[config.mk]
export PLATFORM = sky130hd
export DESIGN_NAME = stack_seq
export DESIGN_NICKNAME = d
export VERILOG_FILES = /design/src/rtl/stack_pkg.sv /design/src/rtl/stack_depth_ctr.sv /design/src/rtl/stack_seq.sv
export SDC_FILE = /design/constraint.sdc
export NUM_CORES = 1
export LEC_CHECK = 0
export ABC_CLOCK_PERIOD_IN_PS = 2350
export CAP_MARGIN = 0
export CORE_MARGIN = 3
export CORE_UTILIZATION = 50
export CTS_BUF_LIST = sky130_fd_sc_hd__clkbuf_4 sky130_fd_sc_hd__clkbuf_8 sky130_fd_sc_hd__clkbuf_16
export CTS_CLUSTER_DIAMETER = 200
export DETAILED_ROUTE_END_ITERATION = 6
export HOLD_SLACK_MARGIN = 0.06
export PLACE_DENSITY = 0.79
export SLEW_MARGIN = 0
export SYNTH_ARGS = -nofsm -noshare
export SYNTH_HDL_FRONTEND = slang
export SYNTH_SLANG_ARGS = --single-unit
[constraint.sdc]
create_clock -name clk -period 2.35 [get_ports clk]
set_clock_uncertainty 0.15 [all_clocks]
set_input_delay 0.47 -clock clk [delete_from_list [all_inputs] [get_ports clk]]
set_output_delay 0.47 -clock clk [all_outputs]
set_load 0.05 [all_outputs]
[src/rtl/stack_pkg.sv]
// Shared types and helpers for the MCU stack sequencer.
package stack_pkg;

  localparam int unsigned AW_DEF = 8;

  typedef enum logic [2:0] {
    OP_NOP  = 3'd0,
    OP_PUSH = 3'd1,
    OP_POP  = 3'd2,
    OP_CALL = 3'd3,
    OP_RET  = 3'd4,
    OP_INT  = 3'd5,
    OP_RETI = 3'd6,
    OP_LDSP = 3'd7
  } op_e;

  typedef enum logic [2:0] {
    S_IDLE = 3'd0,
    S_WR1  = 3'd1,
    S_WR2  = 3'd2,
    S_RA   = 3'd3,
    S_RV   = 3'd4,
    S_LD   = 3'd5
  } state_e;

  typedef enum logic [1:0] {
    SEL_REG   = 2'd0,
    SEL_PC    = 2'd1,
    SEL_FLAGS = 2'd2
  } scr_sel_e;

  typedef enum logic [1:0] {
    DST_REG   = 2'd0,
    DST_PC    = 2'd1,
    DST_FLAGS = 2'd2
  } pop_dst_e;

  typedef enum logic [1:0] {
    FLT_NONE = 2'd0,
    FLT_OVF  = 2'd1,
    FLT_UNF  = 2'd2
  } fault_e;

  // Destination of popped data: RETI restores FLAGS first, then PC.
  function automatic pop_dst_e pop_dst_of(input op_e op, input logic second_pass);
    pop_dst_e d;
    d = DST_REG;
    if (op == OP_RET) d = DST_PC;
    else if (op == OP_RETI) d = second_pass ? DST_PC : DST_FLAGS;
    return d;
  endfunction

endpackage

[src/rtl/stack_depth_ctr.sv]
// Stack occupancy counter (0 .. 2**AW) with boundary flags.
module stack_depth_ctr
  import stack_pkg::*;
#(
  parameter int unsigned AW = AW_DEF
) (
  input  logic clk,
  input  logic RST,
  input  logic inc_i,
  input  logic dec_i,
  input  logic clr_i,
  output logic full_o,
  output logic almost_full_o,
  output logic empty_o,
  output logic one_o
);

  localparam int unsigned DW = AW + 1;
  localparam logic [DW-1:0] CAP = DW'(1) << AW;

  logic [DW-1:0] depth_q;

  // Occupancy: +1 per RAM write, -1 per RAM read, cleared by SP load.
  always_ff @(posedge clk) begin
    if (RST || clr_i) begin
      depth_q <= '0;
    end else if (inc_i && !dec_i) begin
      depth_q <= depth_q + DW'(1);
    end else if (dec_i && !inc_i) begin
      depth_q <= depth_q - DW'(1);
    end
  end

  assign full_o        = (depth_q == CAP);
  assign almost_full_o = (depth_q >= (CAP - DW'(1)));
  assign empty_o       = (depth_q == '0);
  assign one_o         = (depth_q == DW'(1));

endmodule

[src/rtl/stack_seq.sv]
// Stack sequencer: expands one stack command into RAM accesses and SP strobes.
module stack_seq
  import stack_pkg::*;
#(
  parameter int unsigned AW = AW_DEF
) (
  input  logic          clk,
  input  logic          RST,
  input  logic          op_valid,
  input  logic [2:0]    op_code,
  input  logic [AW-1:0] ld_data,
  output logic          op_ready,
  output logic          op_done,
  input  logic [AW-1:0] sp_cur,
  output logic          sp_ld,
  output logic          sp_incr,
  output logic          sp_decr,
  output logic [AW-1:0] sp_data_in,
  output logic [AW-1:0] scr_addr,
  output logic          scr_we,
  output logic [1:0]    scr_sel,
  output logic          pop_valid,
  output logic [1:0]    pop_dst,
  output logic          fault,
  output logic [1:0]    fault_code
);

  state_e        state_q;
  op_e           op_q;
  logic          pass_q;
  logic [AW-1:0] sp_data_q;
  logic          op_done_q, sp_ld_q, sp_incr_q, sp_decr_q, scr_we_q, pop_valid_q, fault_q;
  logic [AW-1:0] scr_addr_q;
  scr_sel_e      scr_sel_q;
  pop_dst_e      pop_dst_q;
  fault_e        fault_code_q;
  logic          full, almost_full, empty, one;

  stack_depth_ctr #(.AW(AW)) u_depth (
    .clk           (clk),
    .RST           (RST),
    .inc_i         (scr_we_q),
    .dec_i         (sp_incr_q),
    .clr_i         (sp_ld_q),
    .full_o        (full),
    .almost_full_o (almost_full),
    .empty_o       (empty),
    .one_o         (one)
  );

  // Sequencer FSM; outputs are registered one cycle ahead, so WR2/RA
  // addresses are computed from the SP value before the pending strobe lands.
  always_ff @(posedge clk) begin
    if (RST) begin
      state_q      <= S_IDLE;
      op_q         <= OP_NOP;
      pass_q       <= 1'b0;
      sp_data_q    <= '0;
      op_done_q    <= 1'b0;
      sp_ld_q      <= 1'b0;
      sp_incr_q    <= 1'b0;
      sp_decr_q    <= 1'b0;
      scr_we_q     <= 1'b0;
      pop_valid_q  <= 1'b0;
      fault_q      <= 1'b0;
      scr_addr_q   <= '0;
      scr_sel_q    <= SEL_REG;
      pop_dst_q    <= DST_REG;
      fault_code_q <= FLT_NONE;
    end else begin
      op_done_q    <= 1'b0;
      sp_ld_q      <= 1'b0;
      sp_incr_q    <= 1'b0;
      sp_decr_q    <= 1'b0;
      scr_we_q     <= 1'b0;
      pop_valid_q  <= 1'b0;
      fault_q      <= 1'b0;
      scr_addr_q   <= '0;
      scr_sel_q    <= SEL_REG;
      pop_dst_q    <= DST_REG;
      fault_code_q <= FLT_NONE;
      unique case (state_q)
        S_IDLE: begin
          if (op_valid) begin
            op_q   <= op_e'(op_code);
            pass_q <= 1'b0;
            unique case (op_e'(op_code))
              OP_PUSH, OP_CALL: begin
                if (full) begin
                  state_q <= S_LD; op_done_q <= 1'b1; fault_q <= 1'b1; fault_code_q <= FLT_OVF;
                end else begin
                  state_q    <= S_WR1;
                  scr_we_q   <= 1'b1;
                  sp_decr_q  <= 1'b1;
                  op_done_q  <= 1'b1;
                  scr_addr_q <= sp_cur - AW'(1);
                  scr_sel_q  <= (op_e'(op_code) == OP_CALL) ? SEL_PC : SEL_REG;
                end
              end
              OP_INT: begin
                if (almost_full) begin
                  state_q <= S_LD; op_done_q <= 1'b1; fault_q <= 1'b1; fault_code_q <= FLT_OVF;
                end else begin
                  state_q    <= S_WR1;
                  scr_we_q   <= 1'b1;
                  sp_decr_q  <= 1'b1;
                  scr_addr_q <= sp_cur - AW'(1);
                  scr_sel_q  <= SEL_PC;
                end
              end
              OP_POP, OP_RET, OP_RETI: begin
                if (empty || (op_e'(op_code) == OP_RETI && one)) begin
                  state_q <= S_LD; op_done_q <= 1'b1; fault_q <= 1'b1; fault_code_q <= FLT_UNF;
                end else begin
                  state_q    <= S_RA;
                  sp_incr_q  <= 1'b1;
                  scr_addr_q <= sp_cur;
                end
              end
              OP_LDSP: begin
                state_q   <= S_LD;
                sp_ld_q   <= 1'b1;
                sp_data_q <= ld_data;
                op_done_q <= 1'b1;
              end
              OP_NOP: begin
                state_q   <= S_LD;
                op_done_q <= 1'b1;
              end
            endcase
          end
        end
        S_WR1: begin
          if (op_q == OP_INT) begin
            state_q    <= S_WR2;
            scr_we_q   <= 1'b1;
            sp_decr_q  <= 1'b1;
            op_done_q  <= 1'b1;
            scr_addr_q <= sp_cur - AW'(2);
            scr_sel_q  <= SEL_FLAGS;
          end else begin
            state_q <= S_IDLE;
          end
        end
        S_RA: begin
          state_q     <= S_RV;
          pop_valid_q <= 1'b1;
          pop_dst_q   <= pop_dst_of(op_q, pass_q);
          op_done_q   <= !(op_q == OP_RETI && !pass_q);
        end
        S_RV: begin
          if (op_q == OP_RETI && !pass_q) begin
            state_q    <= S_RA;
            pass_q     <= 1'b1;
            sp_incr_q  <= 1'b1;
            scr_addr_q <= sp_cur;
          end else begin
            state_q <= S_IDLE;
          end
        end
        S_WR2, S_LD: state_q <= S_IDLE;
        default:     state_q <= S_IDLE;
      endcase
    end
  end

  assign op_ready   = (state_q == S_IDLE) && !RST;
  assign op_done    = op_done_q;
  assign sp_ld      = sp_ld_q;
  assign sp_incr    = sp_incr_q;
  assign sp_decr    = sp_decr_q;
  assign sp_data_in = sp_data_q;
  assign scr_addr   = scr_addr_q;
  assign scr_we     = scr_we_q;
  assign scr_sel    = scr_sel_q;
  assign pop_valid  = pop_valid_q;
  assign pop_dst    = pop_dst_q;
  assign fault      = fault_q;
  assign fault_code = fault_code_q;

endmodule

==> results by group, run 1 <==
Status
  • Outcome: complete, no violations

Timing
  • Final hold violations: 0
  • Final setup viols: 0
  • Setup TNS: 0 ps
  • Worst Slack Setup Final: ~54 ps
  • Slew Limit Fails: 0
  • RSZ-0062 raised after global routing: false
  • Max Freq: 435.5 MHz
  • Slew Limit Headroom: 0.6492
  • Tcrit/Tclk final: 0.9771
  • Final min period: ~2300 ps
  • WHS: between 300 and 400 ps
  • Worst-Margin Slew: 524.6 ps

Routing
  • Vias per cell: around 5.5
  • Drt first pass iters: 4
  • Final antenna-violating net count: 0
  • Wire per inst: 13.56 um
  • Remaining routing DRC violations: 0
  • DR iter-0 viols: 163
  • Routed wire length: ~5400 um
  • DR vias: around 2200

Worst setup path
  • R2R Path End: state_q[2]
  • FF-to-FF path depth: 7
  • WP data arrival: 2370 ps
  • CP Launch Point: op_code[0]
  • Reg2reg setup slack: 90 ps
  • CP Max Fanout: 4
  • WP data required: 2420 ps
  • Critical path class: primary input to register
  • Worst Setup Start Kind: primary input
  • Worst setup EP type: register
  • Reg-to-Reg Start: u_depth.depth_q[1]

Synthesis
  • Sequential element share of the synthesized area: 0.3818
  • Synth area leaders: dfxtp_1 38%, nor2_1 8.0%, mux2i_1 5.2%, ha_1 4.9%, a21oi_1 3.5%
  • Top_reg_cell synth: dfxtp_1
  • Post-synth top cells: 49 x nor2_1, 44 x dfxtp_1, 16 x a21oi_1
  • Yosys top cell by area: dfxtp_1
  • Syn nets: slightly above 300
  • Cell area after synthesis: about 2300 sq um
  • Async S/R FF share, synth: 0
  • Most common cell in the netlist: nor2_1
  • EDFF count, synth: 0
  • Yosys top cell area share: 0.3818
  • Synthesis-stage register bit count: 44
  • YS warnings: 0
  • Post-Syn Instances: between 200 and 300
  • Post-Syn Area per Cell: ~8.3 sq um
  • Yosys cell types: 58

GRT
  • First-pass GRT wire length: ~8900 um
  • Largest net degree at the start of global routing: 16
  • Antenna violations before repair: 0
  • Gr ovfl total: 0
  • Vias in the first global route: just over 2000
  • Gr usage total: 0.2080

Cells and area
  • Layout area overhead: 36.01%
  • Share of cells above drive strength 1: 0.1532
  • Non-Filler Instances: 398
  • N_diodes: 0
  • Finished Core Util: 0.7109
  • FF/Latch Area: between 800 and 900 sq um
  • Multi-input logic area: 1323 sq um
  • Fill cells: around 340
  • Layout Nets: around 380

Placed design
  • Dpl cells: 390
  • PortBufs: 51
  • Setup WS pre-CTS: -235.7 ps
  • Routability cong.: 0.8788
  • DP Wirelength: slightly above 4000 um

Clock tree
  • Clock-pin transition on the worst setup and hold timing paths: about 80 ps
  • Htree depth: 2
  • Clk sink count: 44
  • Num CTS Buffers: 5
  • Root Buffer: clkbuf_8
  • Clock Latency Late Sink: approximately 300 ps
  • Clock Path Buffers: 2
  • TritonCTS clock tree: yes

Worst hold path
  • WHS Endpoint: pass_q
  • Hold depth: 2
  • Hold Crit Class: register to register
  • Hold Crit Start: pass_q

Die
  • Die area: around 5500 sq um
  • Die height: 73.93 um
  • Rows: 24
  • Placeable Area: about 4400 sq um
  • Die Wd: around 74 um
  • # IOs: 52
  • Initial core utilization: 0.5227

Flow run
  • Max_cap viols: 0

Power and ir drop
  • Total power density per cell area: between 700 and 800 nW/um^2
  • Leakage power total: 1.232 nW
  • VDD IR max: around 0.42 mV
registers in the layout, summed over array words and instances (netlist names), 2 cells and up:
register	count
scr_addr	8
fault_code	2
op_q	3
scr_sel	2
u_depth.depth_q	9
pop_dst	2
state_q	3
sp_data_in	8
area by class of cell:
cell class	count	area share
Multi-Input combinational cell	206	0.4215
Sequential cell	44	0.2815
Timing Repair Buffer	77	0.2321
Clock buffer	7	0.02871
Tap cell	52	0.02073
Inverter	11	0.01316
Clock inverter	1	0.002392
layout by cell type (no fill, tap or decap), types with 5 or more instances in the layout:
cell type and count:
clkdlybuf4s50_1 50, clkbuf_8 6, nand3_1 8, inv_1 11
nand4_1 5, mux2i_1 12, nand2_1 13, ha_1 9
nor2_1 49, xnor2_1 5, o21ai_0 8, nor3_1 14
buf_4 25, a21oi_1 15, dfxtp_1 42
stage by stage:
step / instance area (sq um) / total power [mW]
floorplan: 2312 / 1.529
global placement: 3020 / 1.804
detailed placement: 3020 / 1.822
CTS: 3118 / 2.331
global route: 3138 / 2.470
finish: 3138 / 2.343
power breakdown:
| part | switching, mW | total, mW | internal [mW] | leakage, nW |
|---|---|---|---|---|
| logic | 0.519 | 0.935 | 0.416 | 0.826 |
| clock network | 0.259 | 0.509 | 0.250 | 0.0479 |
| registers | 0.0777 | 0.899 | 0.822 | 0.358 |
| total | 0.855 | 2.34 | 1.49 | 1.23 |
critical path: stages:
cell	delay, ps
clkdlybuf4s50_1	440
and4b_1	280
o2111ai_1	200
nor2b_2	240
or4_1	510
a211oi_1	230
cell families after synthesis:
kind of cell | share of synthesized area
XOR/XNOR | 0.03416
flip-flops | 0.3818
multiplexers | 0.05206
buffers and inverters | 0.05477
AND/OR/NAND/NOR | 0.2739
AO/OA/AOI/OAI | 0.1546
adder cells (fa/ha/maj) | 0.04881
layer usage:
metal	GRT usage	vias up	share of wire
met5	0	-	0
met4	0.07042	0	0.014
met3	0.06622	9	0.070
met2	0.3465	73	0.46
met1	0.2542	1008	0.45
li1	-	1115	-
repair_timing:
action,in CTS,in global routing
hold buffers,0,0
buffers inserted,0,0
endpoints found under the setup margin,0,9
resized for setup,0,7
worst max path at each step:
stage | end | slack [ps] | cells past startpoint
3_3_place_gp | scr_addr[6] | -210 | 6
6_report | state_q[2] | 50 | 6
3_5_place_dp | scr_addr[5] | -240 | 7
2_1_floorplan | scr_addr[7] | 220 | 11
4_1_cts | scr_addr[7] | 30 | 10
5_1_grt | state_q[2] | 0.2 | 7
No activity file was read; power rests on OpenSTA's default activity.
==> inputs of run 2 (changes only) <==
--- a/config.mk
+++ b/config.mk
@@ -13,6 +13,7 @@
 export CTS_CLUSTER_DIAMETER = 200
 export DETAILED_ROUTE_END_ITERATION = 6
 export HOLD_SLACK_MARGIN = 0.06
+export MAX_ROUTING_LAYER = met4
 export PLACE_DENSITY = 0.79
 export SLEW_MARGIN = 0
 export SYNTH_ARGS = -nofsm -noshare
==> run 2 against run 1 <==
Compared with the run above: cell area unchanged; global-route usage rose by 0.68 points; utilization stayed put.
==> results by group, run 2 (synthesis gave the netlist of run 1 again) <==
Routing
  • Top sig layer: met4
  • Vias per cell: 5.570 (+0.54%)
  • Final antenna-violating net count: 0 (unchanged)
  • DR iter-0 viols: 153 (-6.1%)
  • Met3 Wirelength: 375 um (-0.53%)
  • Wire per inst: 13.63 um (+0.46%)
  • Remaining routing DRC violations: 0 (unchanged)
  • DR vias: 2217 (+0.54%)
  • Drt first pass iters: 4 (unchanged)
  • Met1 wire length: 2454 um (about the same)
  • Routed wire length: 5423 um (+0.46%)
  • Met2 Wirelength: 2521 um (+1.2%)

Timing
  • Final hold violations: 0 (unchanged)
  • WHS: 356.3 ps (+4.484 ps)
  • Final setup viols: 0 (unchanged)
  • Slew Limit Headroom: 0.6489 (about the same)
  • RSZ-0062 raised after global routing: false
  • Slew Limit Fails: 0 (unchanged)
  • Worst-Margin Slew: 525.0 ps (+0.3915 ps)
  • Max Freq: 435.1 MHz (about the same)
  • Tcrit/Tclk final: 0.9780 (about the same)
  • Final min period: 2298 ps (+2.228 ps)

GRT
  • Largest net degree at the start of global routing: 16 (unchanged)
  • First-pass GRT wire length: 8949 um (+0.16%)
  • Gr ovfl total: 0 (unchanged)
  • Gr usage total: 0.2148 (+0.006804)
  • Antenna violations before repair: 0 (unchanged)
  • Vias in the first global route: 2020 (-0.15%)

Die
  • Rows: 24 (unchanged)
  • Die height: 73.93 um (unchanged)
  • Die Wd: 73.93 um (unchanged)
  • # IOs: 52 (unchanged)
  • Initial core utilization: 0.5227 (unchanged)
  • Die area: 5466 sq um (unchanged)
  • Placeable Area: 4414 sq um (unchanged)

Cells and area
  • Most common cell after layout, fill and taps aside: clkdlybuf4s50_1
  • Non-Filler Instances: 398 (unchanged)
  • Layout area overhead: 36.01% (unchanged)
  • Layout Nets: 376 (unchanged)
  • Commonest non-fill, non-tap cells in the layout: 50 x clkdlybuf4s50_1, 49 x nor2_1, 42 x dfxtp_1
  • Largest register FFs: 9 (unchanged)
  • Share of cells above drive strength 1: 0.1532 (unchanged)
  • N_diodes: 0 (unchanged)
  • Register with the most flip-flops: u_depth.depth_q

Clock tree
  • Clock Latency Late Sink: 300 ps (about the same)
  • Clock Path Buffers: 2 (unchanged)
  • Root Buffer: clkbuf_8
  • Clk sink count: 44 (unchanged)
  • Hold buffer count at cts: 0 (unchanged)
  • TritonCTS clock tree: yes
  • Num CTS Buffers: 5 (unchanged)
  • Clock-pin transition on the worst setup and hold timing paths: 80 ps (about the same)
  • Htree depth: 2 (unchanged)

Placed design
  • DP Wirelength: 4040 um (unchanged)
  • Dpl cells: 390 (unchanged)
  • PortBufs: 51 (unchanged)
  • Routability cong.: 0.8934 (+1.7%)

Status
  • Outcome: complete, no violations

Power and ir drop
  • Leakage power total: 1.232 nW (unchanged)
  • VDD IR max: 0.4243 mV (about the same)
  • Total power density per cell area: 746.4 nW/um^2 (about the same)

Worst setup path
  • WP data required: 2420 ps (about the same)
  • Cell Chain, Critical Path: clkdlybuf4s50_1 -> and4b_1 -> o2111ai_1 -> nor2b_2 -> or4_1 -> a211oi_1
  • CP Max Fanout: 4 (unchanged)
  • CP max stage cell: or4_1
  • Critical path class: primary input to register
  • Worst Setup Start Kind: primary input
  • FF-to-FF path depth: 7 (unchanged)
  • WP data arrival: 2370 ps (about the same)
  • Max stage delay on crit path: 510 ps (about the same)
  • Delay-heaviest family, CP: simple AND/OR/NAND/NOR gates
  • Crit path depth: 6 (unchanged)
  • Worst setup EP type: register
  • Crit path buffers/inverters: 1 (unchanged)

Worst hold path
  • Hold depth: 2 (unchanged)
  • Hold Crit Class: register to register

Flow run
  • Max_cap viols: 0 (unchanged)
## run 2: metal layers
metal	global-route usage	vias up
met1	0.2584	1014
met4	0.07042	0
met5	-	-
li1	-	1111
met2	0.3465	83
met3	0.06081	9
## run 2: area by class of cell
| type | instances | area (sq um) |
|---|---|---|
| clock buffer | 7 | 90.09 |
| clock inverter | 1 | 7.507 |
| fill | 339 | 1276 |
| inverter | 11 | 41.29 |
| multi-input combinational | 206 | 1323 |
| sequential | 44 | 883.3 |
| tap | 52 | 65.06 |
| timing repair buffer | 77 | 728.2 |
## run 2: worst paths after layout
path,startpoint,endpoint,slack (ps)
worst max-delay path,op_code[0],state_q[2],50
worst min-delay path,sp_data_in[1],sp_data_in[1],360
worst max register to register,u_depth.depth_q[1],state_q[2],90
worst min register to register,sp_data_in[1],sp_data_in[1],360
## run 2: worst register-to-register path, delay by kind of cell, from the launching register on
| kind | cells | cell delay, ps |
|---|---|---|
| AOI/OAI and AO/OA | 2 | 430 |
| DFF | 1 | 360 |
| adders and majority gates | 1 | 180 |
| buffers and inverters | 1 | 120 |
| and+or+nand+nor | 3 | 960 |
## run 2: metrics by stage
| stage | total power [mW] | util | area [sq um] | TNS, ps | worst slack [ps] |
|---|---|---|---|---|---|
| after floorplan | 1.529 | - | 2312 | 0 | 221.7 |
| after global placement | 1.804 | 0.6842 | 3020 | -2936 | -212.6 |
| after detailed placement | 1.822 | 0.6842 | 3020 | -3093 | -235.7 |
| after CTS | 2.331 | 0.7063 | 3118 | 0 | 28.18 |
| after global routing | 2.470 | 0.7109 | 3138 | 0 | 0.1934 |
| final | 2.342 | 0.7109 | 3138 | 0 | 51.69 |
## run 2: repair_timing
item / CTS / global route
resized for setup: 0 / 7
endpoints found under the setup margin: 0 / 9
buffers inserted: 0 / 0
## run 2: report_power, final
group / switching (mW) / total, mW / internal, mW
combinational: 0.519 / 0.935 / 0.416
clock: 0.257 / 0.507 / 0.250
sequential: 0.0781 / 0.900 / 0.822
==> inputs of run 3 (changes only) <==
--- a/config.mk
+++ b/config.mk
@@ -5,16 +5,16 @@
 export SDC_FILE = /design/constraint.sdc
 export NUM_CORES = 1
 export LEC_CHECK = 0
-export ABC_CLOCK_PERIOD_IN_PS = 2350
 export CAP_MARGIN = 0
-export CORE_MARGIN = 3
-export CORE_UTILIZATION = 50
+export CELL_PAD_IN_SITES_DETAIL_PLACEMENT = 1
+export CELL_PAD_IN_SITES_GLOBAL_PLACEMENT = 1
+export CORE_UTILIZATION = 37
 export CTS_BUF_LIST = sky130_fd_sc_hd__clkbuf_4 sky130_fd_sc_hd__clkbuf_8 sky130_fd_sc_hd__clkbuf_16
 export CTS_CLUSTER_DIAMETER = 200
 export DETAILED_ROUTE_END_ITERATION = 6
 export HOLD_SLACK_MARGIN = 0.06
 export MAX_ROUTING_LAYER = met4
-export PLACE_DENSITY = 0.79
+export PLACE_DENSITY_LB_ADDON = 0.1
 export SLEW_MARGIN = 0
 export SYNTH_ARGS = -nofsm -noshare
 export SYNTH_HDL_FRONTEND = slang
==> run 3 against run 2 <==
Compared with the run above: setup slack gained 7.0 ps; sequential share of layout area shrank 1.3 points; largest cell class unchanged; highest routed layer unchanged; critical path type unchanged; routed wire length increased by 21%.
==> results by group, run 3 (synthesis gave the netlist of run 1 again) <==
Timing
  • Final hold violations: 0 (unchanged)
  • Final min period: 2291 ps (-6.994 ps)
  • Tcrit/Tclk final: 0.9750 (-0.002976)
  • Slew Limit Fails: 0 (unchanged)
  • Final setup viols: 0 (unchanged)
  • Setup TNS: 0 ps (unchanged)
  • Slew Limit Headroom: 0.6221 (-0.02682)
  • RSZ-0062 raised after global routing: false
  • Worst-Margin Slew: 566.8 ps (+41.87 ps)
  • Max Freq: 436.4 MHz (+0.31%)

Routing
  • Met2 Wirelength: 3257 um (+29%)
  • Vias per cell: 5.294 (-5.0%)
  • Met1 wire length: 2995 um (+22%)
  • Wire per inst: 15.29 um (+12%)
  • Top sig layer: met4
  • DR iter-0 viols: 61 (-60%)
  • Final antenna-violating net count: 0 (unchanged)
  • Met3 Wirelength: 203 um (-46%)
  • Drt first pass iters: 4 (unchanged)
  • Remaining routing DRC violations: 0 (unchanged)
  • DR vias: 2266 (+2.2%)
  • Routed wire length: 6545 um (+21%)

Placed design
  • PortBufs: 51 (unchanged)
  • Routability cong.: 0.7691 (-14%)
  • Area after DPL: 3102 sq um (+2.7%)
  • Dpl cells: 420 (+7.7%)
  • DP Wirelength: 4836 um (+20%)

Cells and area
  • N_diodes: 0 (unchanged)
  • Commonest non-fill, non-tap cells in the layout: 50 x clkdlybuf4s50_1, 49 x nor2_1, 43 x dfxtp_1
  • Finished Core Util: 0.5506 (-0.1603)
  • Layout area overhead: 42.14%
  • Cell area after layout: 3279 sq um (+4.5%)
  • Layout Nets: 383 (+1.9%)
  • Largest register FFs: 9 (unchanged)
  • Share of cells above drive strength 1: 0.1671 (+0.01396)
  • Register with the most flip-flops: u_depth.depth_q
  • Most common cell after layout, fill and taps aside: clkdlybuf4s50_1
  • Non-Filler Instances: 428 (+7.5%)

Die
  • # IOs: 52 (unchanged)
  • Rows: 28 (+17%)
  • Die height: 80.97 um (+9.5%)
  • Die Wd: 80.97 um (+9.5%)
  • Placeable Area: 5956 sq um (+35%)
  • Die area: 6555 sq um (+20%)
  • Initial core utilization: 0.3874 (-0.1353)

Clock tree
  • Clock Path Buffers: 2 (unchanged)
  • Num CTS Buffers: 5 (unchanged)
  • Htree depth: 2 (unchanged)
  • Clock-pin transition on the worst setup and hold timing paths: 80 ps (about the same)
  • Clk sink count: 44 (unchanged)
  • Root Buffer: clkbuf_8
  • Post-CTS Repair Setup Buffers: 0 (unchanged)
  • TritonCTS clock tree: yes
  • Clock Latency Late Sink: 290 ps (about the same)

Flow run
  • Max_cap viols: 0 (unchanged)

Worst hold path
  • Hold Crit Class: register to register

GRT
  • Antenna violations before repair: 0 (unchanged)
  • Gr usage total: 0.2163 (+0.001444)
  • Largest net degree at the start of global routing: 16 (unchanged)
  • Gr ovfl total: 0 (unchanged)
  • Vias in the first global route: 2210 (+9.4%)
  • First-pass GRT wire length: 10640 um (+19%)

Worst setup path
  • CP Max Fanout: 4 (unchanged)
  • Max stage delay on crit path: 510 ps (about the same)
  • Worst Setup Start Kind: primary input
  • WP data arrival: 2360 ps (about the same)
  • CP max stage cell: or4_1
  • WP data required: 2420 ps (about the same)
  • Worst setup EP type: register
  • Cell Chain, Critical Path: clkdlybuf4s50_1 -> and4b_1 -> o2111ai_2 -> nor2b_1 -> or4_1 -> a211oi_1
  • Critical path class: primary input to register

Power and ir drop
  • Total power density per cell area: 810.0 nW/um^2 (+8.5%)
  • VDD IR max: 0.4211 mV (-0.75%)
  • Leakage power total: 1.298 nW (+5.4%)

Status
  • Outcome: complete, no violations
-- run 3: cell types whose count changed in the layout (fill, tap and decap cells not counted), sizes merged --
| cell | previous run | this run |
|---|---|---|
| buf | 27 | 34 |
| bufinv | 0 | 3 |
| clkbuf | 7 | 5 |
| clkinvlp | 1 | 0 |
-- run 3: where the power goes --
group | internal [mW] | switching [mW] | total [mW]
clock | 0.532 | 0.263 | 0.794
combinational | 0.420 | 0.552 | 0.972
sequential | 0.821 | 0.0682 | 0.889
-- run 3: worst max-delay path: cells and delay by family --
family	cells	cell delay (ps)
and+or+nand+nor	3	1030
buffers and inverters	1	460
AOI/OAI and AO/OA	2	400
-- run 3: path summary, 6_finish.rpt --
check / startpoint / end / slack, ps / cells past startpoint
hold / removal: pass_q / pass_q / 340 / 2
setup reg to reg: u_depth.depth_q[1] / state_q[2] / 110 / 7
hold reg to reg: pass_q / pass_q / 340 / 2
setup / recovery: op_code[0] / state_q[2] / 60 / 6
-- run 3: routing by layer --
metal / up-vias / global-route usage
li1: 1130 / -
met5: - / -
met4: 0 / 0.06250
met2: 42 / 0.3605
met1: 1085 / 0.2656
met3: 9 / 0.03933
-- run 3: cell type report --
class                   count  area [sq um]
clock buffers               5         68.82
clock inverters             3         90.09
well taps                  75         93.84
multi-input cells         206          1323
flip-flops and latches     44         882.1
inverters                  11         41.29
repair buffers             84         780.7
fillers                   727          2676
-- run 3: per-stage QoR --
stage	power, mW	hold slack (ps)	worst slack (ps)
floorplan	1.529	305.3	221.7
detailed placement	1.846	337.8	-299.9
global route	2.797	383.3	1.101
global placement	1.821	324.2	-196.8
CTS	2.649	349.7	0.2938
finish	2.656	344.0	58.69
-- run 3: timing repair --
item                       in CTS  in global routing
hold buffers                    0                  0
gates resized for setup         0                  6
setup endpoints to repair       0                  9
hold endpoints to repair        0                  0
